File: config.mk
export PLATFORM = sky130hd
export DESIGN_NAME = mem_port_arbiter
export DESIGN_NICKNAME = d
export VERILOG_FILES = /design/src/rtl/mem_port_arbiter.sv
export SDC_FILE = /design/constraint.sdc
export NUM_CORES = 1
export LEC_CHECK = 0
export BUFFER_PORTS_ARGS = -buffer_cell sky130_fd_sc_hd__buf_2
export CAP_MARGIN = 15
export CORE_AREA = 2 2 122 183
export CTS_BUF_LIST = sky130_fd_sc_hd__clkbuf_8
export CTS_CLUSTER_DIAMETER = 120
export DETAILED_ROUTE_END_ITERATION = 6
export DIE_AREA = 0 0 124 185
export GPL_TIMING_DRIVEN = 0
export PLACE_DENSITY = 0.81
export SLEW_MARGIN = 20
export SYNTH_ARGS = -nofsm -noshare
export SYNTH_HDL_FRONTEND = slang
export SYNTH_SLANG_ARGS = --single-unit
File: constraint.sdc
create_clock -name CLK -period 9.2 [get_ports CLK]
set_clock_uncertainty 0.2 [all_clocks]
set_input_delay 0.46 -clock CLK [delete_from_list [all_inputs] [get_ports CLK]]
set_output_delay 0.46 -clock CLK [all_outputs]
set_load 0.1 [all_outputs]
File: src/rtl/mem_port_arbiter.sv
// Round-robin arbiter that lets REQ_COUNT requesters share one memory_controller port.
// Each requester has one pending slot, and only one command is outstanding downstream at a time.
module mem_port_arbiter #(
  parameter int unsigned REQ_COUNT       = 2,
  parameter int unsigned DATA_WIDTH_BYTE = 4,
  parameter int unsigned ADDR_WIDTH_BYTE = 4,
  localparam int unsigned DATA_WIDTH     = 8 * DATA_WIDTH_BYTE,
  localparam int unsigned ADDR_WIDTH     = 8 * ADDR_WIDTH_BYTE
) (
  input  logic                                 CLK,
  input  logic                                 RST,
  input  logic [REQ_COUNT*2-1:0]               req_rw_flag_,
  input  logic [REQ_COUNT*ADDR_WIDTH-1:0]      req_addr_,
  input  logic [REQ_COUNT*DATA_WIDTH-1:0]      req_write_data_,
  input  logic [REQ_COUNT*DATA_WIDTH_BYTE-1:0] req_write_mask_,
  output logic [REQ_COUNT*DATA_WIDTH-1:0]      req_read_data_,
  output logic [REQ_COUNT-1:0]                 req_busy,
  output logic [REQ_COUNT-1:0]                 req_done,
  output logic [1:0]                           mem_rw_flag,
  output logic [ADDR_WIDTH-1:0]                mem_addr,
  output logic [DATA_WIDTH-1:0]                mem_write_data,
  output logic [DATA_WIDTH_BYTE-1:0]           mem_write_mask,
  input  logic [DATA_WIDTH-1:0]                mem_read_data,
  input  logic                                 mem_busy,
  input  logic                                 mem_done
);

  localparam int unsigned PtrW = (REQ_COUNT > 1) ? $clog2(REQ_COUNT) : 1;

  typedef enum logic [0:0] {StIdle, StWait} state_e;

  state_e                                        state_q, state_d;
  logic [PtrW-1:0]                               ptr_q, ptr_d;
  logic [PtrW-1:0]                               grant_q, grant_d;
  logic [REQ_COUNT-1:0]                          valid_q, valid_d;
  logic [REQ_COUNT-1:0]                          is_write_q, is_write_d;
  logic [REQ_COUNT-1:0][ADDR_WIDTH-1:0]          slot_addr_q, slot_addr_d;
  logic [REQ_COUNT-1:0][DATA_WIDTH-1:0]          slot_data_q, slot_data_d;
  logic [REQ_COUNT-1:0][DATA_WIDTH_BYTE-1:0]     slot_mask_q, slot_mask_d;
  logic [REQ_COUNT-1:0][DATA_WIDTH-1:0]          read_data_q, read_data_d;
  logic [REQ_COUNT-1:0]                          done_q, done_d;
  logic [1:0]                                    mem_flag_q, mem_flag_d;
  logic [ADDR_WIDTH-1:0]                         mem_addr_q, mem_addr_d;
  logic [DATA_WIDTH-1:0]                         mem_data_q, mem_data_d;
  logic [DATA_WIDTH_BYTE-1:0]                    mem_mask_q, mem_mask_d;

  logic                                          found;
  logic [PtrW-1:0]                               sel;
  logic [PtrW-1:0]                               cand;
  logic [1:0]                                    cmd;

  always_comb begin
    state_d     = state_q;
    ptr_d       = ptr_q;
    grant_d     = grant_q;
    valid_d     = valid_q;
    is_write_d  = is_write_q;
    slot_addr_d = slot_addr_q;
    slot_data_d = slot_data_q;
    slot_mask_d = slot_mask_q;
    read_data_d = read_data_q;
    done_d      = '0;
    mem_flag_d  = 2'd0;
    mem_addr_d  = mem_addr_q;
    mem_data_d  = mem_data_q;
    mem_mask_d  = mem_mask_q;
    found       = 1'b0;
    sel         = '0;
    cand        = '0;
    cmd         = 2'd0;

    // A busy requester's inputs are ignored, so a slot is never overwritten while owned.
    for (int unsigned i = 0; i < REQ_COUNT; i++) begin
      cmd = req_rw_flag_[i*2 +: 2];
      if (!valid_q[i] && (cmd == 2'd1 || cmd == 2'd2)) begin
        valid_d[i]     = 1'b1;
        is_write_d[i]  = (cmd == 2'd2);
        slot_addr_d[i] = req_addr_[i*ADDR_WIDTH +: ADDR_WIDTH];
        slot_data_d[i] = req_write_data_[i*DATA_WIDTH +: DATA_WIDTH];
        slot_mask_d[i] = req_write_mask_[i*DATA_WIDTH_BYTE +: DATA_WIDTH_BYTE];
      end
    end

    // First pending slot at or after ptr, wrapping.
    for (int unsigned k = 0; k < REQ_COUNT; k++) begin
      cand = PtrW'((32'(ptr_q) + k) % REQ_COUNT);
      if (!found && valid_q[cand]) begin
        found = 1'b1;
        sel   = cand;
      end
    end

    unique case (state_q)
      StIdle: begin
        if (found && !mem_busy) begin
          grant_d    = sel;
          mem_flag_d = is_write_q[sel] ? 2'd2 : 2'd1;
          mem_addr_d = slot_addr_q[sel];
          mem_data_d = slot_data_q[sel];
          mem_mask_d = slot_mask_q[sel];
          state_d    = StWait;
        end
      end
      StWait: begin
        if (mem_done) begin
          done_d[grant_q]  = 1'b1;
          valid_d[grant_q] = 1'b0;
          if (!is_write_q[grant_q]) begin
            read_data_d[grant_q] = mem_read_data;
          end
          ptr_d   = (32'(grant_q) == REQ_COUNT - 1) ? '0 : grant_q + 1'b1;
          state_d = StIdle;
        end
      end
      default: state_d = StIdle;
    endcase
  end

  always_ff @(posedge CLK or posedge RST) begin
    if (RST) begin
      state_q     <= StIdle;
      ptr_q       <= '0;
      grant_q     <= '0;
      valid_q     <= '0;
      is_write_q  <= '0;
      slot_addr_q <= '0;
      slot_data_q <= '0;
      slot_mask_q <= '0;
      read_data_q <= '0;
      done_q      <= '0;
      mem_flag_q  <= 2'd0;
      mem_addr_q  <= '0;
      mem_data_q  <= '0;
      mem_mask_q  <= '0;
    end else begin
      state_q     <= state_d;
      ptr_q       <= ptr_d;
      grant_q     <= grant_d;
      valid_q     <= valid_d;
      is_write_q  <= is_write_d;
      slot_addr_q <= slot_addr_d;
      slot_data_q <= slot_data_d;
      slot_mask_q <= slot_mask_d;
      read_data_q <= read_data_d;
      done_q      <= done_d;
      mem_flag_q  <= mem_flag_d;
      mem_addr_q  <= mem_addr_d;
      mem_data_q  <= mem_data_d;
      mem_mask_q  <= mem_mask_d;
    end
  end

  assign req_read_data_ = read_data_q;
  assign req_busy       = valid_q;
  assign req_done       = done_q;
  assign mem_rw_flag    = mem_flag_q;
  assign mem_addr       = mem_addr_q;
  assign mem_write_data = mem_data_q;
  assign mem_write_mask = mem_mask_q;

endmodule

### After elaboration in Yosys (flattened, before gate mapping)

Index checks and enable logic that the tools add are counted.

| word-level totals | value |
|---|---|
| bits in registers | 279 |
| bits of input ports | 176 |
| output and inout bits | 138 |
| word-level logic and storage cells | 84 |

| operators by class | value |
|---|---|
| add/subtract/negate cells | 2 |
| magnitude comparators | 5 |
| equal/unequal tests | 4 |
| muxes and demuxes | 36 |
| bitwise gates (word level) | 4 |
| reduce and logical (&&, ||, !) cells | 14 |

Operator list:

| cell | count |
|---|---|
| 32-bit 2-to-1 mux | 5 |
| 64-bit bitwise mux | 1 |
| 32-bit demux with 1-bit select | 1 |
| 1-bit 2-to-1 mux | 18 |
| 2-bit 2-to-1 mux | 7 |
| 1-bit by 2-bit less-than comparator with 1-bit output (second input constant) | 4 |
| 4-bit 2-to-1 mux | 2 |
| 1-bit logical AND | 5 |
| 2-bit by 1-bit == test with 1-bit output (second input constant) | 2 |
| 2-bit == test (second input constant) | 2 |
| 1-bit zero test | 4 |
| 2-bit AND reduction | 2 |
| 3-bit AND reduction | 1 |
| 1-bit adder (second input constant) | 2 |
| 2-bit bitwise AND | 1 |
| 1-bit logical OR | 2 |
| 1-bit inverter | 2 |
| 2-bit inverter | 1 |
| 1-bit case mux with 2 select lines | 1 |
| 1-bit demux with 1-bit select | 1 |
| 1-bit greater-or-equal comparator (second input constant) | 1 |

### Logic depth before layout (Yosys ltp)

Gate-level depths: netlist of the first run.

| depth | value |
|---|---|
| depth in word-level cells | 11 |
| gate-level depth with buffers | 7 |
| gate-level depth less buffers | 4 |

### Worst setup path before layout of the first run

OpenSTA, ideal clock, no wires.

| timing path | value |
|---|---|
| path type | flip-flop to flip-flop |
| start point | reg valid_q[1], in the netlist req_busy[1] |
| end point | reg mem_addr_q[23], in the netlist mem_addr[23] |
| library setup time | 130 ps |
| arrival time | 1,906 ps |
| required time | 8,870 ps |
| setup slack | 6,964 ps |
| cell stages (with the launch flop) | 7 |
| path buffers | 3 |
| period minus slack after synthesis | 2,236 ps |
| path through | dfrtp_1 -> buf_2 -> nor2_1 -> nor2_2 -> buf_4 -> buf_2 -> a31oi_1 |

| on the way | value |
|---|---|
| word-level cells in the longest chain between the ends | 8 |
| elaborated cells on any way between the ends | 14 |
| classes of those cells | mux (10); reduce/logical (4) |

RTL lines:

| item | line | RTL |
|---|---|---|
| from (decl) | 35 | `logic [REQ_COUNT-1:0] valid_q, valid_d;` |
| from (signal assigned) | 139 | `valid_q <= valid_d;` |
| 1-bit 2-to-1 mux (not written as such) (2 in series) | 87 | `if (!found && valid_q[cand]) begin` |
| 1-bit 2-to-1 mux | 87 |  |
| 1-bit zero test | 87 |  |
| 1-bit logical AND | 87 |  |
| 1-bit 2-to-1 mux | 87 |  |
| 32-bit 2-to-1 mux (not written as such) or 1-bit logical AND (tied branches) | 98, 95 |  |
| 32-bit 2-to-1 mux (not written as such) or 2-bit AND reduction (tied branches) | -- |  |
| to (signal assigned) | 147 | `mem_addr_q <= mem_addr_d;` |
| to (decl) | 43 | `logic [ADDR_WIDTH-1:0] mem_addr_q, mem_addr_d;` |

Parallel ways exist; a longest one is shown, timed or not. The select of a mux whose other input is x is not followed.
A chain may end at the register's enable or synchronous reset.

### Worst setup path in the final report of the first run

| timing path | value |
|---|---|
| start point | reg state_q |
| end point | reg mem_data_q[2], in the netlist mem_write_data[2] |

| on the way | value |
|---|---|
| word-level cells in the longest chain between the ends | 2 |

RTL lines:

| item | line | RTL |
|---|---|---|
| from (decl) | 32 | `state_e state_q, state_d;` |
| from (signal assigned) | 121 | `state_q <= StIdle;` |
| from (signal assigned) | 136 | `state_q <= state_d;` |
| 1-bit inverter (no line) | -- |  |
| 2-bit AND reduction (no line) | -- |  |
| to (signal assigned) | 148 | `mem_data_q <= mem_data_d;` |
| to (decl) | 44 | `logic [DATA_WIDTH-1:0] mem_data_q, mem_data_d;` |

No other way between the ends.

==> impl_metrics.env, run 1 <==
export IMPL_routed_via_count=9833
export IMPL_timing_final_ws_setup_ns=6.87
export IMPL_crit_path_end="mem_write_data[2]$_DFFE_PP0P_"
export IMPL_endpoint_kind="flip-flop"
export IMPL_drive_gt1_share_pct=43.8
export IMPL_cts_sinks=279
export IMPL_dr_pass1_iters=5
export IMPL_cp_required_ns=9.41
export IMPL_finalSetupViolations=0
export IMPL_finalCriticalPeriod_ns=2.33
export IMPL_hpwlAfterDp_um=22300
export IMPL_clk_latency_ns=0.54
export IMPL_fmax_mhz=429
export IMPL_regToRegStartpoint="state_q$_DFF_PP0_"
export IMPL_ys_warn_count=0
export IMPL_drcViolationCount=0
export IMPL_timing_final_crit_share_pct=25.4
export IMPL_io_pins=314
export IMPL_ys_types=25
export IMPL_reg2regPathDepth=4
export IMPL_numCtsBuffers=41
export IMPL_antenna_found_initial=5
export IMPL_status="completed"
export IMPL_fp_dieW_um=124
export IMPL_initial_core_util_pct=53.0
export IMPL_syn_to_final_growth_pct=39.7
export IMPL_worstHoldPathType="in2reg"
export IMPL_cts_resized=0
export IMPL_worst_pin_slew_ns=0.779
export IMPL_syn_nets=1038
export IMPL_rrSetupSlack_ns=6.87
export IMPL_track_usage_pct=33.6
export IMPL_slowest_delay_ns=0.52
export IMPL_fp_dieH_um=185
export IMPL_gr_total_overflow=0
export IMPL_synth_seq_cells=279
export IMPL_crit_path_start="state_q$_DFF_PP0_"
export IMPL_r2r_end="mem_write_data[2]$_DFFE_PP0P_"
export IMPL_grt_use_met2_pct=59.3
export IMPL_synth_avg_cell_area_um2=13.2
export IMPL_crit_path_max_fanout=10
export IMPL_clk_pin_slew_ns=0.08
export IMPL_hold_viol_final=0
export IMPL_grt_first_pass_wirelength_um=57600
export IMPL_setup_tns_ns=0
export IMPL_cts_buffer_depth=3
export IMPL_rows=66
export IMPL_htreeDepth=2
export IMPL_nNetsFinal=1566
export IMPL_dieArea_mm2=0.0229
export IMPL_groute_layer_met3_usage_pct=7.97
export IMPL_gp_routability_congestion=0.826
export IMPL_first_global_vias=10600
export IMPL_slew_violations=0
export IMPL_ys_seq_area_share_pct=61.3
export IMPL_drt_total_wl_um=38800
export IMPL_cts_tree="yes"
export IMPL_first_iter_violations=701
export IMPL_dp_slack_ns=6.65
export IMPL_grt_max_degree=110
export IMPL_worstSetupStartpointType="flip-flop"
export IMPL_met1_usage_pct=36.3
export IMPL_postCtsSetupRepairBufs=0
export IMPL_cp_data_arrival_time_ns=2.55
export IMPL_top_usage_layer="met2"
export IMPL_cts_root_buf="clkbuf_8"
export IMPL_core_mm2=0.0215
export IMPL_syn_area_mm2=0.0114
export IMPL_crit_chain="nor2_1 -> clkbuf_1 -> a21oi_1 -> a31oi_1"
export IMPL_drv_cap=0
export IMPL_ant_nets=0
export IMPL_cpMaxStageDelayCell="nor2_1"
export IMPL_max_slew_margin_pct=48.0
export IMPL_wl_per_cell_um=22.9
export IMPL_rsz0062_at_grt="false"
export IMPL_viasPerCell=5.80
export IMPL_synth_cells=860
export IMPL_crit_type="reg2reg"
export IMPL_port_buffers=313
[cells by family after synthesis]
family / Yosys count / synth area share (%)
simple gates: 86 / 3.92
buf+inv: 79 / 3.48
mux: 202 / 21.0
flops: 279 / 61.3
fa+ha+maj: 2 / 0.220
compound gates: 212 / 10.1
[final cells by class]
class                      count  area (um2)
antenna                        5        12.5
tap                          272         340
fill                        1345        5570
multi-input combinational    502        4010
clock inverter                20         116
timing repair buffer         485        3320
buffer                        73         374
clock buffer                  52         716
sequential                   279        6980
inverter                       6        30.0
[how the worst min path moves through the flow]
stage	from	end	cells past startpoint
2_1_floorplan	ptr_q$_DFFE_PP0P_	ptr_q$_DFFE_PP0P_	2
3_3_place_gp	req_read_data_[0]$_DFFE_PP0P_	req_read_data_[0]$_DFFE_PP0P_	1
3_5_place_dp	req_read_data_[25]$_DFFE_PP0P_	req_read_data_[25]$_DFFE_PP0P_	1
4_1_cts	req_rw_flag_[3]	req_busy[1]$_DFF_PP0_	3
5_1_grt	req_rw_flag_[1]	req_busy[0]$_DFF_PP0_	3
6_report	req_rw_flag_[1]	req_busy[0]$_DFF_PP0_	3
[layer usage]
metal,routed length (um),up-vias
met5,0,-
met4,2380,0
met3,3050,164
met2,19900,572
met1,13500,4897
li1,-,4200
[worst max-delay path: cells and delay by family, from the launching register on]
kind / cells / cell delay (ns)
buf+inv: 1 / 0.49
compound gates: 2 / 0.58
simple gates: 1 / 0.52
flops: 1 / 0.43
[timing repair]
action	in CTS	in global routing
setup endpoints to repair	0	0
hold buffers	170	0
endpoints found under the hold margin	270	0
[sequential cells by signal, summed over array words and instances (netlist names)]
register / count
mem_rw_flag: 2
req_done: 2
req_busy: 2
req_read_data_: 64
grant_q: 1
state_q: 1
slot_addr_q: 64
ptr_q: 1
slot_data_q: 64
mem_write_data: 32
is_write_q: 2
slot_mask_q: 8
mem_addr: 32
mem_write_mask: 4
[cell usage in the layout (no fill, tap or decap), types with 3 or more instances in the layout]
master / count
clkbuf_8: 52
buf_4: 8
a31oi_1: 68
mux2_4: 30
nor2_2: 3
dfrtp_1: 279
inv_1: 17
nand3_1: 69
mux2_2: 170
buf_2: 339
nor2_1: 4
diode_2: 5
clkinv_2: 5
a21oi_1: 72
o21ai_0: 71
clkbuf_1: 33
dlygate4sd3_1: 170
buf_6: 5
[Yosys cell counts, drive strengths merged]
cell | number | area share, %
a21oi | 72 | 3.2
a31oi | 68 | 3.7
and2b | 1 | 0.066
and3 | 2 | 0.15
buf | 40 | 2.2
clkbuf | 33 | 1.1
dfrtp | 279 | 61
ha | 2 | 0.22
inv | 6 | 0.20
mux2 | 202 | 21
nand2 | 2 | 0.066
nand2b | 2 | 0.11
nand3 | 69 | 3.0
nor2 | 7 | 0.30
nor3 | 1 | 0.088
o21ai | 71 | 3.1
o31ai | 1 | 0.066
or2 | 2 | 0.11
[per-stage QoR]
stage | std cells | area, um2 | utilization, % | hold slack, ns
6_report | 1694 | 15900 | 74.1 | 0.0725
5_1_grt | 1693 | 15900 | 74.1 | 0.0839
4_1_cts | 1689 | 15900 | 74.0 | 0.0463
3_5_place_dp | 1447 | 13400 | 62.2 | 0.274
3_3_place_gp | 1445 | 13300 | 61.9 | 0.264
2_1_floorplan | 860 | 11400 | - | 0.269
Power of run 1 is left out: the tool's default activity adds up to more than one toggle a clock period on the data nets, which glitch-free logic cannot reach.
==> inputs of run 2 (changes only) <==
- clock period: 9.2 -> 2.2 ns (I/O delays scaled with it)
==> impl_metrics.env, run 2 (synthesized netlist as in run 1, its figures left out) <==
export IMPL_multi_input_area_mm2=0.00402
export IMPL_hpwlAfterDp_um=23300
export IMPL_crit_chain="buf_2 -> nor2_2 -> buf_4 -> buf_4 -> mux2_2"
export IMPL_cts_sinks=279
export IMPL_htreeDepth=2
export IMPL_max_slew_margin_pct=48.6
export IMPL_core_mm2=0.0215
export IMPL_first_iter_violations=669
export IMPL_finalSetupViolations=0
export IMPL_initial_core_util_pct=53.0
export IMPL_wl_per_cell_um=22.7
export IMPL_ant_nets=0
export IMPL_post_dp_cell_area_mm2=0.0135
export IMPL_gr_total_overflow=0
export IMPL_nNetsFinal=1584
export IMPL_endpoint_kind="flip-flop"
export IMPL_drive_gt1_share_pct=44.1
export IMPL_fill_cells=1319
export IMPL_gp_routability_congestion=0.848
export IMPL_hold_viol_final=0
export IMPL_track_usage_pct=34.1
export IMPL_numCtsBuffers=42
export IMPL_drv_cap=0
export IMPL_fp_dieH_um=185
export IMPL_io_pins=314
export IMPL_routed_via_count=9904
export IMPL_postCtsSetupRepairBufs=0
export IMPL_dieArea_mm2=0.0229
export IMPL_fmax_mhz=464
export IMPL_finalCriticalPeriod_ns=2.15
export IMPL_drt_total_wl_um=38800
export IMPL_syn_to_final_growth_pct=41.6
export IMPL_cpMaxStageDelayCell="dfrtp_1"
export IMPL_rows=66
export IMPL_cp_common_cell="buf_4"
export IMPL_dr_pass1_iters=5
export IMPL_rsz0062_at_grt="true"
export IMPL_layout_commonest_cell="buf_2"
export IMPL_clk_pin_slew_ns=0.06
export IMPL_crit_path_max_fanout=10
export IMPL_grt_first_pass_wirelength_um=59000
export IMPL_grt_max_degree=36
export IMPL_crit_type="reg2reg"
export IMPL_regArea_mm2=0.00698
export IMPL_worstHoldPathType="in2async"
export IMPL_clk_latency_ns=0.54
export IMPL_timing_final_crit_share_pct=98.0
export IMPL_fp_dieW_um=124
export IMPL_cp_data_arrival_time_ns=2.37
export IMPL_drcViolationCount=0
export IMPL_slew_violations=0
export IMPL_port_buffers=313
export IMPL_cts_tree="yes"
export IMPL_cp_required_ns=2.41
export IMPL_worst_pin_slew_ns=0.771
export IMPL_status="completed"
export IMPL_antenna_found_initial=4
export IMPL_mostFrequentLayoutCells="buf_2, dfrtp_1, dlygate4sd3_1, mux2_2, a21oi_1"
export IMPL_design_area_mm2=0.0161
export IMPL_first_global_vias=10800
export IMPL_slowest_delay_ns=0.38
export IMPL_worstSetupStartpointType="flip-flop"
export IMPL_cts_buffer_depth=3
export IMPL_viasPerCell=5.79
export IMPL_cts_root_buf="clkbuf_8"
## run 2: cell types whose count changed in the layout (fill, tap and decap cells not counted), moves of 2 or more
cell and change:
dlygate4sd3_1 +9, clkbuf_2 +6, clkbuf_1 -6, nor2_4 +2, buf_12 +7, inv_1 +3
## run 2: worst paths after layout
| kind | cells past startpoint | startpoint | to | slack (ns) |
|---|---|---|---|---|
| worst max-delay path | 5 | req_busy[1]$_DFF_PP0_ | slot_data_q[33]$_DFFE_PP0P_ | 0.05 |
| worst min-delay path | 4 | RST | req_read_data_[28]$_DFFE_PP0P_ | 0.09 |
| worst max register to register | 5 | req_busy[1]$_DFF_PP0_ | slot_data_q[33]$_DFFE_PP0P_ | 0.05 |
| worst min register to register | 1 | req_read_data_[25]$_DFFE_PP0P_ | req_read_data_[25]$_DFFE_PP0P_ | 0.28 |
| max in group asynchronous | 8 | RST | slot_data_q[42]$_DFFE_PP0P_ | 0.30 |
| min in group CLK | 3 | req_addr_[60] | slot_addr_q[60]$_DFFE_PP0P_ | 0.13 |
## run 2: layout make-up
cell class | count | share of cell area, %
antenna | 4 | 0.0621
timing repair buffer | 502 | 22.1
buffer | 73 | 2.37
clock inverter | 22 | 0.605
multi-input combinational | 502 | 24.9
inverter | 6 | 0.163
sequential | 279 | 43.3
clock buffer | 51 | 4.35
tap | 272 | 2.11
## run 2: layer usage
metal	share of wire [%]	GRT usage, %	wire length (um)
met5	0	0	0
met4	6.9	22.2	2690
met3	7.3	7.64	2840
met2	51	59.5	19900
met1	35	36.4	13400
## run 2: what timing repair did
| action | CTS | global route |
|---|---|---|
| hold endpoints to repair | 257 | 0 |
| hold buffers | 180 | 0 |
| setup endpoints to repair | 1 | 23 |
| gates resized for setup | 1 | 14 |
## run 2: critical path: cells and delay by family, from the launching register on
| family | cells | cell delay [ns] |
|---|---|---|
| buf+inv | 3 | 0.72 |
| flops | 1 | 0.38 |
| mux | 1 | 0.37 |
| simple gates | 1 | 0.36 |
## run 2: stage by stage
step	TNS, ns	hold slack [ns]	cells	utilization (%)	worst slack [ns]
detailed placement	0	0.00221	1454	62.8	0.00901
global placement	-912.53	0.140	1445	61.9	-3.29
finish	0	0.0926	1711	75.1	0.0450
CTS	0	0.110	1707	75.0	0.0338
global route	-0.0790	0.132	1711	75.1	-0.0274
floorplan	-503.74	0.00645	860	-	-1.80
Power of run 2 is left out for the same reason.
==> inputs of run 3 (changes only) <==
- CORE_AREA: 2 2 122 183 -> 2 2 124 187
- CTS_BUF_LIST: sky130_fd_sc_hd__clkbuf_8 -> not set
- DIE_AREA: 0 0 124 185 -> 0 0 126 189
- PLACE_DENSITY: 0.81 -> 0.78
==> impl_metrics.env, run 3 (synthesized netlist as in run 1, its figures left out) <==
export IMPL_syn_to_final_growth_pct=41.9
export IMPL_cts_sinks=279
export IMPL_grt_first_pass_wirelength_um=59300
export IMPL_layout_commonest_cell="buf_2"
export IMPL_clk_pin_slew_ns=0.07
export IMPL_initial_core_util_pct=51.4
export IMPL_drt_total_wl_um=38600
export IMPL_crit_type="reg2reg"
export IMPL_drive_gt1_share_pct=43.4
export IMPL_hold_slack_ns=-0.0234
export IMPL_drt_met1_wl_um=14000
export IMPL_wl_per_cell_um=22.8
export IMPL_wl_met3_um=2530
export IMPL_routed_via_count=9849
export IMPL_drcViolationCount=0
export IMPL_numCtsBuffers=27
export IMPL_antenna_found_initial=4
export IMPL_rows=67
export IMPL_ant_nets=0
export IMPL_cts_buffer_depth=3
export IMPL_viasPerCell=5.83
export IMPL_gp_routability_congestion=0.818
export IMPL_crit_path_max_fanout=10
export IMPL_fmax_mhz=470
export IMPL_gr_total_overflow=0
export IMPL_timing_final_crit_share_pct=96.7
export IMPL_finalCriticalPeriod_ns=2.13
export IMPL_fill_cells=1421
export IMPL_worstHoldPathType="in2async"
export IMPL_port_buffers=313
export IMPL_slew_violations=0
export IMPL_max_slew_margin_pct=57.3
export IMPL_hold_viol_final=12
export IMPL_fp_dieH_um=189
export IMPL_core_mm2=0.0221
export IMPL_track_usage_pct=31.7
export IMPL_cts_root_buf="clkbuf_16"
export IMPL_nNetsFinal=1569
export IMPL_status="complete, but fails checks"
export IMPL_dr_pass1_iters=5
export IMPL_routed_top_layer="met4"
export IMPL_regArea_mm2=0.00698
export IMPL_first_global_vias=10600
export IMPL_worstSetupStartpointType="flip-flop"
export IMPL_grt_max_degree=36
export IMPL_mostFrequentLayoutCells="buf_2, dfrtp_1, dlygate4sd3_1, mux2_2, a21oi_1"
export IMPL_drv_cap=0
export IMPL_rsz0062_at_grt="false"
export IMPL_failed_checks="negative hold slack"
export IMPL_htreeDepth=1
export IMPL_worst_pin_slew_ns=0.640
export IMPL_clk_latency_ns=0.53
export IMPL_fp_dieW_um=126
export IMPL_cts_tree="yes"
export IMPL_multi_input_area_mm2=0.00402
export IMPL_hpwlAfterDp_um=23400
export IMPL_io_pins=314
export IMPL_cp_data_arrival_time_ns=2.34
export IMPL_dieArea_mm2=0.0238
export IMPL_finalSetupViolations=0
export IMPL_endpoint_kind="flip-flop"
export IMPL_wl_met2_um=20000
export IMPL_setup_tns_ns=0
export IMPL_cp_required_ns=2.42
export IMPL_first_iter_violations=574
[run 3: layout make-up]
type	count	area share, %
tap	276	2.14
inverter	6	0.163
sequential	279	43.2
timing repair buffer	501	22.1
clock inverter	8	0.279
antenna	4	0.0620
buffer	73	2.34
multi-input combinational	502	24.9
clock buffer	39	4.77
timing repair inverter	1	0.0310
[run 3: timing repair]
| item | 4_1_cts | 5_1_grt |
|---|---|---|
| resized for setup | 1 | 5 |
| hold buffers | 177 | 1 |
| endpoints found under the hold margin | 304 | 10 |
| gates cloned | 0 | 1 |
| setup endpoints to repair | 1 | 48 |
| setup buffers | 0 | 0 |
| pin swaps | 0 | 0 |
[run 3: worst paths after layout]
path	from	endpoint	slack (ns)	depth (start not counted)
worst max register to register	req_busy[0]$_DFF_PP0_	mem_rw_flag[0]$_DFF_PP0_	0.07	4
max in group asynchronous	RST	slot_addr_q[60]$_DFFE_PP0P_	0.50	9
worst min register to register	slot_addr_q[1]$_DFFE_PP0P_	slot_addr_q[1]$_DFFE_PP0P_	0.30	1
worst max-delay path	req_busy[0]$_DFF_PP0_	mem_rw_flag[0]$_DFF_PP0_	0.07	4
min in group CLK	req_write_data_[58]	slot_data_q[58]$_DFFE_PP0P_	0.14	3
worst min-delay path	RST	req_read_data_[57]$_DFFE_PP0P_	-0.02	3
[run 3: metrics by stage]
step / setup WS, ns / util (%) / area (um2) / cells
2_1_floorplan: -1.80 / - / 11400 / 860
3_3_place_gp: -3.34 / 60.1 / 13300 / 1449
3_5_place_dp: 0.0245 / 61.1 / 13500 / 1459
4_1_cts: 0.0150 / 72.8 / 16100 / 1683
5_1_grt: 0.00585 / 73.0 / 16200 / 1689
6_report: 0.0721 / 73.0 / 16200 / 1689
[run 3: metal layers]
layer	up-vias	GRT usage [%]
met3	139	5.57
met4	0	15.2
met5	-	0
met2	528	56.6
li1	4200	-
met1	4982	36.8
[run 3: worst max-delay path, stage by stage (launching register included)]
cell and delay (ns):
dfrtp_1 0.48, and2b_1 0.43, clkbuf_1 0.48, o21ai_0 0.21, and3_1 0.22
Power of run 3 is left out for the same reason.
